$ cat config.mk
export PLATFORM = sky130hd
export DESIGN_NAME = data_mem_bridge
export DESIGN_NICKNAME = d
export VERILOG_FILES = /design/src/rtl/data_mem_bridge_pkg.sv /design/src/rtl/data_mem_bridge_lane_align.sv /design/src/rtl/data_mem_bridge.sv
export SDC_FILE = /design/constraint.sdc
export NUM_CORES = 1
export LEC_CHECK = 0
export ABC_AREA = 0
export BUFFER_PORTS_ARGS = -buffer_cell sky130_fd_sc_hd__buf_4
export CORE_MARGIN = 2
export CORE_UTILIZATION = 54
export CTS_CLUSTER_DIAMETER = 150
export CTS_CLUSTER_SIZE = 28
export DETAILED_ROUTE_END_ITERATION = 6
export GPL_ROUTABILITY_DRIVEN = 0
export GPL_TIMING_DRIVEN = 0
export PLACE_DENSITY_LB_ADDON = 0.3
export SLEW_MARGIN = 15
export SYNTH_ARGS = -nofsm -noshare
export SYNTH_HDL_FRONTEND = slang
export SYNTH_SLANG_ARGS = --single-unit
export TNS_END_PERCENT = 5
$ cat constraint.sdc
create_clock -name clk -period 5.2 [get_ports clk]
set_input_delay 0.52 -clock clk [delete_from_list [all_inputs] [get_ports clk]]
set_output_delay 0.52 -clock clk [all_outputs]
set_load 0.01 [all_outputs]
$ cat src/rtl/data_mem_bridge_pkg.sv
// Shared types for the data memory bridge: access-size encodings (RISC-V funct3)
// and the bridge FSM state.
package data_mem_bridge_pkg;

    typedef logic [2:0] mem_size_t;

    localparam mem_size_t MEM_BYTE   = 3'b000;
    localparam mem_size_t MEM_HALF   = 3'b001;
    localparam mem_size_t MEM_WORD   = 3'b010;
    localparam mem_size_t MEM_BYTE_U = 3'b100;
    localparam mem_size_t MEM_HALF_U = 3'b101;

    typedef enum logic {
        IDLE = 1'b0,
        BUSY = 1'b1
    } bridge_state_t;

endpackage

$ cat src/rtl/data_mem_bridge_lane_align.sv
// Combinational lane steering: byte enables, replicated store data and the
// alignment check for a request, plus right-alignment of returned read data.
module mem_lane_align
    import data_mem_bridge_pkg::*;
(
    input  mem_size_t   mode,
    input  logic [1:0]  off,
    input  logic [31:0] wdata_in,
    output logic [3:0]  be,
    output logic [31:0] wdata_out,
    output logic        misaligned,
    input  logic [1:0]  rd_off,
    input  logic [31:0] rdata_in,
    output logic [31:0] rdata_out
);

    logic is_byte;
    logic is_half;

    // Signed and unsigned loads share lanes; any other encoding is a word.
    assign is_byte = (mode == MEM_BYTE) || (mode == MEM_BYTE_U);
    assign is_half = (mode == MEM_HALF) || (mode == MEM_HALF_U);

    generate
        for (genvar gi = 0; gi < 4; gi++) begin : g_lane
            localparam logic [1:0] LANE = 2'(gi);
            assign be[gi] = is_byte ? (off == LANE)
                          : is_half ? (off[1] == LANE[1])
                          : 1'b1;
        end
    endgenerate

    always_comb begin
        wdata_out = wdata_in;
        if (is_byte) begin
            wdata_out = {4{wdata_in[7:0]}};
        end else if (is_half) begin
            wdata_out = {2{wdata_in[15:0]}};
        end
    end

    assign misaligned = is_half ? off[0] : (!is_byte && (off != 2'b00));

    assign rdata_out = rdata_in >> {rd_off, 3'b000};

endmodule

$ cat src/rtl/data_mem_bridge.sv
// Converts the core's byte/half/word RAM request into a word-aligned bus
// transaction with byte enables, stalling the core until the bus acknowledges.
module data_mem_bridge
    import data_mem_bridge_pkg::*;
#(
    parameter int unsigned TIMEOUT_CYCLES = 256,
    parameter logic [31:0] FAULT_DATA     = 32'h0000_0000
) (
    input  logic        clk,
    input  logic        reset_n,
    input  logic [31:0] ram_address,
    input  logic        ram_enable,
    input  logic [31:0] ram_write_data,
    input  logic        ram_write_enable,
    input  logic [2:0]  ram_write_mode,
    input  logic        ram_read_enable,
    input  logic [2:0]  ram_read_mode,
    output logic [31:0] ram_read_data,
    output logic        ram_wait,
    output logic        bus_req,
    output logic        bus_we,
    output logic [31:0] bus_addr,
    output logic [3:0]  bus_be,
    output logic [31:0] bus_wdata,
    input  logic        bus_ack,
    input  logic [31:0] bus_rdata,
    output logic        misaligned,
    output logic        bus_fault
);

    localparam int CNT_W = (TIMEOUT_CYCLES > 1) ? $clog2(TIMEOUT_CYCLES) : 1;
    localparam logic [CNT_W-1:0] TMO_LAST =
        CNT_W'((TIMEOUT_CYCLES > 0) ? TIMEOUT_CYCLES - 1 : 0);

    bridge_state_t    state_q, state_d;
    logic             bus_req_q, bus_req_d;
    logic             bus_we_q, bus_we_d;
    logic [31:0]      bus_addr_q, bus_addr_d;
    logic [3:0]       bus_be_q, bus_be_d;
    logic [31:0]      bus_wdata_q, bus_wdata_d;
    logic [1:0]       rd_off_q, rd_off_d;
    logic [31:0]      held_q, held_d;
    logic             misaligned_q, misaligned_d;
    logic             bus_fault_q, bus_fault_d;
    logic [CNT_W-1:0] cnt_q, cnt_d;

    mem_size_t   req_mode;
    logic        req_valid;
    logic [3:0]  req_be;
    logic [31:0] req_wdata;
    logic        req_misaligned;
    logic [31:0] rd_aligned;
    logic        completing;
    logic        can_accept;
    logic        timeout_hit;

    // A simultaneous read and write request is treated as the write.
    assign req_mode  = ram_write_enable ? ram_write_mode : ram_read_mode;
    assign req_valid = ram_enable && (ram_read_enable || ram_write_enable);

    mem_lane_align u_lane_align (
        .mode       (req_mode),
        .off        (ram_address[1:0]),
        .wdata_in   (ram_write_data),
        .be         (req_be),
        .wdata_out  (req_wdata),
        .misaligned (req_misaligned),
        .rd_off     (rd_off_q),
        .rdata_in   (bus_rdata),
        .rdata_out  (rd_aligned)
    );

    assign completing  = (state_q == BUSY) && bus_ack;
    assign can_accept  = (state_q == IDLE) || completing;
    assign timeout_hit = (TIMEOUT_CYCLES != 0) && (cnt_q == TMO_LAST);

    always_comb begin
        state_d      = state_q;
        bus_req_d    = bus_req_q;
        bus_we_d     = bus_we_q;
        bus_addr_d   = bus_addr_q;
        bus_be_d     = bus_be_q;
        bus_wdata_d  = bus_wdata_q;
        rd_off_d     = rd_off_q;
        held_d       = held_q;
        misaligned_d = 1'b0;
        bus_fault_d  = 1'b0;
        cnt_d        = cnt_q;

        if (state_q == BUSY) begin
            if (bus_ack) begin
                state_d   = IDLE;
                bus_req_d = 1'b0;
                cnt_d     = '0;
                if (!bus_we_q) begin
                    held_d = rd_aligned;
                end
            end else if (timeout_hit) begin
                state_d     = IDLE;
                bus_req_d   = 1'b0;
                bus_fault_d = 1'b1;
                held_d      = FAULT_DATA;
                cnt_d       = '0;
            end else begin
                cnt_d = cnt_q + CNT_W'(1);
            end
        end

        // The completing cycle has ram_wait low, so the core may already
        // present its next access; take it on the same edge.
        if (can_accept && req_valid) begin
            if (req_misaligned) begin
                misaligned_d = 1'b1;
                held_d       = FAULT_DATA;
            end else begin
                state_d     = BUSY;
                bus_req_d   = 1'b1;
                bus_we_d    = ram_write_enable;
                bus_addr_d  = {ram_address[31:2], 2'b00};
                bus_be_d    = req_be;
                bus_wdata_d = req_wdata;
                rd_off_d    = ram_address[1:0];
                cnt_d       = '0;
            end
        end
    end

    always_ff @(posedge clk) begin
        if (!reset_n) begin
            state_q      <= IDLE;
            bus_req_q    <= 1'b0;
            bus_we_q     <= 1'b0;
            bus_addr_q   <= '0;
            bus_be_q     <= '0;
            bus_wdata_q  <= '0;
            rd_off_q     <= '0;
            held_q       <= '0;
            misaligned_q <= 1'b0;
            bus_fault_q  <= 1'b0;
            cnt_q        <= '0;
        end else begin
            state_q      <= state_d;
            bus_req_q    <= bus_req_d;
            bus_we_q     <= bus_we_d;
            bus_addr_q   <= bus_addr_d;
            bus_be_q     <= bus_be_d;
            bus_wdata_q  <= bus_wdata_d;
            rd_off_q     <= rd_off_d;
            held_q       <= held_d;
            misaligned_q <= misaligned_d;
            bus_fault_q  <= bus_fault_d;
            cnt_q        <= cnt_d;
        end
    end

    // Read data bypasses the holding register in the ack cycle so a
    // zero-wait load completes without a stall.
    assign ram_read_data = (completing && !bus_we_q) ? rd_aligned : held_q;
    assign ram_wait      = (state_q == BUSY) && !bus_ack;
    assign bus_req       = bus_req_q;
    assign bus_we        = bus_we_q;
    assign bus_addr      = bus_addr_q;
    assign bus_be        = bus_be_q;
    assign bus_wdata     = bus_wdata_q;
    assign misaligned    = misaligned_q;
    assign bus_fault     = bus_fault_q;

endmodule

==> impl_metrics.ini, run 1 <==
[timing]
hold_viol_final = 0
clock.fmax_mhz = 335
finClkSkew_ns = 0.00905
rsz0062_at_grt = no
worst_pin_slew_ns = 0.984
relSlewSlack = 0.340
setup_viol = 0
report.final.slew_viol_count = 0
tns_ns = 0
fin_crit_sh = 0.574
hold_slack_ns = 0.265
min_period_ns = 2.98

[routing]
wl_met3_um = 2160
drc = 4
post_drt_wl_per_cell_um = 18.8
first_iter_violations = 621
ant_nets = 0
met2_length_um = 9960
drtPass1Iterations = 7
met1Wirelength_um = 7570
routed_wl_um = 20300
avgViaCountPerCell = 6.35
vias = 6841
top_layer = met4

[critical_path]
crit_type = register to output pin
endpoint_kind = output pin
ff2ff_setup_slack_ns = 3.07
cp_cell_sequence = buf_2, nand3b_1, nor3_2, buf_4, a22o_1, buf_4
slowest_delay_ns = 0.47
worstReg2RegEnd = held_q[31]$_SDFF_PN0_
worst_ep_arrival_time_ns = 2.46
startpoint_type = register
required_ns = 4.68
worst-path-buf-inv = 3
worstRegToRegCells = 5
critPathMaxFanout = 10
critical_path.top_delay_family = simple AND/OR/NAND/NOR gates
critPathMostFrequentCell = buf_4
cp_slowest_cell = nor3_2
r2r-start = cnt_q[0]$_SDFF_PN0_

[finish]
final_nets = 1038
drive_above_1_share = 0.308
mostFrequentLayoutCells = buf_4, nand2_1, dfxtp_1
fin_util = 0.779
final_common_cell = buf_4
fillCellCount = 702
syn_to_final_growth_pct = 39.4
stdcell_count = 1078
antenna_cells = 0

[grt]
grt_pass1_vias = 6432
track_usage = 0.343
antenna_found_initial = 0
grt_pass1_wl_um = 31600
overflow = 0
grt_max_degree = 17

[yosys]
synthMuxAreaShare = 0.0708
synth-seq-cells = 113
synth_cells = 704
synth_compound_area_frac = 0.264
yosysUniqueCellTypes = 54
synth_top_family_by_area = compound AO/OA/AOI/OAI gates
synthAdderAreaFrac = 0.00216
ys_warn_count = 0
synth.avg_cell_area_um2 = 8.23
synthXorXnorAreaFrac = 0
synthSimpleGateAreaFrac = 0.211
synth_area_mm2 = 0.00580
ys_seq_area_frac = 0.390

[power]
vdd_drop_max_v = 0.000272
power_density_mw_per_mm2 = 307
total_power_uw = 2480
p_leak_uw = 0.00352

[floorplanning]
initial_core_util = 0.559
rows = 37
design.die.area_mm2 = 0.0116
die_x_um = 108
core_area_mm2 = 0.0104
die_h_um = 108
io_pins = 213

[placed_design]
io_buffers = 205
detailed_place_hpwl_um = 14800
place_inst = 1046

[clock_tree]
insertion_delay_ns = 0.52
cts_setup_buffers = 0
numCtsBuffers = 17
htreeDepth = 4
hold_buffers = 0
cts_resized = 0
clk_path_buf_depth = 2
cts-root-buf = clkbuf_8
cts.sink_count = 113
cts.clk_slew.worst_paths_ns = 0.05
cts_tree = done

[run_status]
status = finished with violations
violations = design-rule violations

[min_path]
min_path_type = input port to register
hold_end = bus_addr[29]$_SDFFE_PN0P_
hold_depth = 3
hp-start = ram_address[29]

[flow_run]
cap_violations = 0
## state kept, by name, indices dropped and copies added (netlist names), 2 cells and up
| signal | flops |
|---|---|
| bus_wdata | 32 |
| bus_be | 4 |
| cnt_q | 8 |
| held_q | 32 |
| rd_off_q | 2 |
| bus_addr | 30 |
## cells by family after synthesis
family,Yosys count
simple gates,253
compound gates,221
flops,113
buf+inv,77
mux,38
fa+ha+maj,1
other cells,1
## synthesized netlist by cell type (all sizes together)
library cell	n	area, µm²
dfxtp	113	2260
nor2b	5	31.3
a21o	8	60.1
and2	2	12.5
o2bb2ai	9	78.8
inv	4	15.0
nand3b	4	30.0
or3	2	12.5
o32ai	8	70.1
and4	1	8.76
clkbuf	35	131
nand3	4	20.0
or4	1	7.51
clkinv	1	3.75
and3	8	50.1
a221oi	8	70.1
buf	37	204
mux2i	27	283
nand2	117	439
a21oi	74	374
a31oi	16	100
nand4	53	338
nor2	32	130
a32oi	1	8.76
nor3	20	116
o211ai	8	60.1
o22ai	8	50.1
o31a	1	8.76
a41oi	2	17.5
mux2	11	128
o31ai	43	333
o211a	8	80.1
nor4	1	6.26
a22o	8	70.1
nand2b	3	21.3
conb	1	3.75
a311oi	13	114
ha	1	12.5
o21ai	6	33.8
## worst max path at each step
stage | end | startpoint | cells past startpoint | slack [ns]
3_3_place_gp | ram_read_data[29] | bus_ack | 6 | 2.66
6_report | ram_read_data[29] | rd_off_q[1]$_SDFFE_PN0P_ | 6 | 2.22
4_1_cts | ram_read_data[29] | rd_off_q[1]$_SDFFE_PN0P_ | 6 | 2.21
2_1_floorplan | ram_read_data[24] | bus_ack | 5 | 3.08
5_1_grt | ram_read_data[29] | rd_off_q[1]$_SDFFE_PN0P_ | 6 | 2.04
3_5_place_dp | ram_read_data[29] | bus_ack | 6 | 2.64
## metrics by stage
step / cell area [µm²] / setup WS [ns]
detailed placement: 7510 / 2.64
finish: 8080 / 2.22
global route: 8080 / 2.04
global placement: 7510 / 2.66
CTS: 8080 / 2.21
floorplan: 5800 / 3.08
## power breakdown
| group | internal (µW) | switching [µW] | total [µW] |
|---|---|---|---|
| sequential | 905 | 25.9 | 931 |
| clock | 721 | 389 | 1110 |
| combinational | 189 | 249 | 437 |
## layer usage
metal	vias up	GRT usage
met4	0	0.140
met5	-	0
met3	78	0.0999
met1	3184	0.395
met2	476	0.594
li1	3103	-
## cell type report
class	count	area, µm²	area share
multi-input cells	515	3180	0.394
flip-flops and latches	113	2260	0.280
repair buffers	205	1540	0.190
clock buffers	28	526	0.0650
plain buffers	72	335	0.0415
well taps	136	170	0.0211
clock inverters	4	45.0	0.00558
inverters	5	18.8	0.00232
## tightest hold or removal path: stages
cell and delay (ns):
buf_4 0.11, nand4_1 0.06, a21oi_1 0.05
No activity file was read; power rests on OpenSTA's default activity.
==> run 2: changes to the inputs <==
- ABC_AREA: 0 -> 1
- CORE_UTILIZATION: 54 -> 51
- clock period: 5.2 -> 2.82 ns (I/O delays scaled with it)
==> impl_metrics.ini, run 2 <==
[run_status]
status = finished clean

[yosys]
yosysTopAreaCellShare = 0.362
synth.area.top_cells = dfxtp_1, nand2_1, nand3_1, a21oi_1, nor2_1
synth_edf_count = 0
synth_ff_type = dfxtp_1
ys_warn_count = 0
synth_area_mm2 = 0.00625
ys_seq_area_frac = 0.362
synth-seq-cells = 113
yosysUniqueCellTypes = 27
synth_cells = 1050
synth.avg_cell_area_um2 = 5.95
async_flop_share = 0
synth.largest_area_cell = dfxtp_1
yosysMostFrequentCell = nand2_1
synth.cells.most_frequent = nand2_1, dfxtp_1, nor2_1, nand3_1, a21oi_1

[grt]
overflow = 0
grt_pass1_wl_um = 31900
grt_max_degree = 17
track_usage = 0.309
grt_pass1_vias = 6801
antenna_found_initial = 0

[timing]
tns_ns = 0
rsz0062_at_grt = no
setup_viol = 0
finClkSkew_ns = 0.00764
relSlewSlack = 0.616
clock.fmax_mhz = 400
worst_pin_slew_ns = 0.576
min_period_ns = 2.50
hold_viol_final = 0
report.final.slew_viol_count = 0
fin_crit_sh = 0.886

[critical_path]
crit_type = register to output pin
r2r-start = cnt_q[0]$_SDFF_PN0_
critical_path.top_delay_family = buffers and inverters
worstRegToRegCells = 9
ff2ff_setup_slack_ns = 0.92
worstReg2RegEnd = held_q[22]$_SDFF_PN0_
critPathMaxFanout = 10
endpoint_kind = output pin
startpoint_type = register
cp_cell_sequence = clkbuf_1, inv_1, buf_1, nand3_1, nand3_1, o21ai_0, buf_4
critPathMostFrequentCell = nand3_1
worst_ep_arrival_time_ns = 2.22
slowest_delay_ns = 0.43
cp_slowest_cell = buf_1
required_ns = 2.54
worst-path-buf-inv = 4

[min_path]
min_path_type = input port to register
hp-start = ram_address[16]
hold_end = bus_addr[16]$_SDFFE_PN0P_
hold_depth = 3

[placed_design]
detailed_place_hpwl_um = 15300
io_buffers = 208

[routing]
avgViaCountPerCell = 5.21
ant_nets = 0
drc = 0
first_iter_violations = 627
routed_wl_um = 20500
post_drt_wl_per_cell_um = 14.2
drtPass1Iterations = 5
vias = 7489

[floorplanning]
rows = 40
initial_core_util = 0.522
die_x_um = 115
core_area_mm2 = 0.0120
design.die.area_mm2 = 0.0132
io_pins = 213
die_h_um = 115

[finish]
mostFrequentLayoutCells = nand2_1, buf_4, dfxtp_1
final_common_cell = nand2_1
syn_to_final_growth_pct = 37.9
antenna_cells = 0
fin_util = 0.720
final_nets = 1387
drive_above_1_share = 0.221

[clock_tree]
cts_resized = 0
cts.sink_count = 113
cts.clk_slew.worst_paths_ns = 0.05
clk_path_buf_depth = 2
htreeDepth = 4
cts_tree = done
cts_setup_buffers = 0
hold_buffers = 0
cts-root-buf = clkbuf_16
numCtsBuffers = 17
insertion_delay_ns = 0.42

[flow_run]
cap_violations = 0

[power]
vdd_drop_max_v = 0.000400
p_leak_uw = 0.00435
power_density_mw_per_mm2 = 555
==> run 2: layout make-up <==
| cell class | instances | area [µm²] |
|---|---|---|
| Buffer | 60 | 315 |
| Clock buffer | 18 | 429 |
| Clock inverter | 14 | 190 |
| Fill cell | 1027 | 3340 |
| Inverter | 77 | 289 |
| Multi-Input combinational cell | 801 | 3390 |
| Sequential cell | 113 | 2260 |
| Tap cell | 147 | 184 |
| Timing Repair Buffer | 208 | 1560 |
==> run 2: layer usage <==
| metal | global-route usage | share of wire |
|---|---|---|
| met2 | 0.510 | 0.47 |
| met1 | 0.361 | 0.40 |
| met5 | 0 | 0 |
| met3 | 0.101 | 0.10 |
| met4 | 0.154 | 0.031 |
==> run 2: worst reg2reg max path: cells and delay by family (launching register included) <==
| kind | cells | cell delay, ns |
|---|---|---|
| adders and majority gates | 1 | 0.22 |
| and+or+nand+nor | 6 | 0.73 |
| AOI/OAI and AO/OA | 1 | 0.15 |
| DFF | 1 | 0.37 |
| buffers and inverters | 1 | 0.33 |
==> run 2: cells by family after synthesis <==
kind of cell,share of synthesized area
AOI/OAI and AO/OA,0.113
xor gates and xnor gates,0.00140
adders and majority gates,0.00200
buffers and inverters,0.0967
DFF,0.362
other,0.000600
and+or+nand+nor,0.425
==> run 2: metrics by stage <==
| stage | total power (µW) | cell area, µm² | setup slack, ns | cells | hold WS [ns] |
|---|---|---|---|---|---|
| 2_1_floorplan | 2180 | 6250 | 1.33 | 1051 | 0.421 |
| 3_3_place_gp | 2530 | 8000 | 0.828 | 1406 | 0.450 |
| 3_5_place_dp | 2540 | 8000 | 0.826 | 1406 | 0.456 |
| 4_1_cts | 4780 | 8620 | 0.353 | 1438 | 0.105 |
| 5_1_grt | 4950 | 8620 | 0.132 | 1438 | 0.103 |
| 6_report | 4780 | 8620 | 0.322 | 1438 | 0.113 |
==> run 2: power by group <==
group / internal, µW / switching (µW)
sequential: 1660 / 35.8
clock: 1470 / 781
combinational: 344 / 487
total: 3480 / 1300
==> run 2: how the worst max path moves through the flow <==
stage                              from           endpoint  slack, ns  depth (start not counted)
2_1_floorplan        state_q$_SDFF_PN0_  ram_read_data[16]       1.33                          6
5_1_grt        rd_off_q[0]$_SDFFE_PN0P_  ram_read_data[15]       0.13                          8
6_report       rd_off_q[1]$_SDFFE_PN0P_  ram_read_data[15]       0.32                          7
3_3_place_gp         state_q$_SDFF_PN0_   ram_read_data[8]       0.83                          6
4_1_cts        rd_off_q[1]$_SDFFE_PN0P_  ram_read_data[15]       0.35                          7
3_5_place_dp   rd_off_q[1]$_SDFFE_PN0P_  ram_read_data[15]       0.83                          7
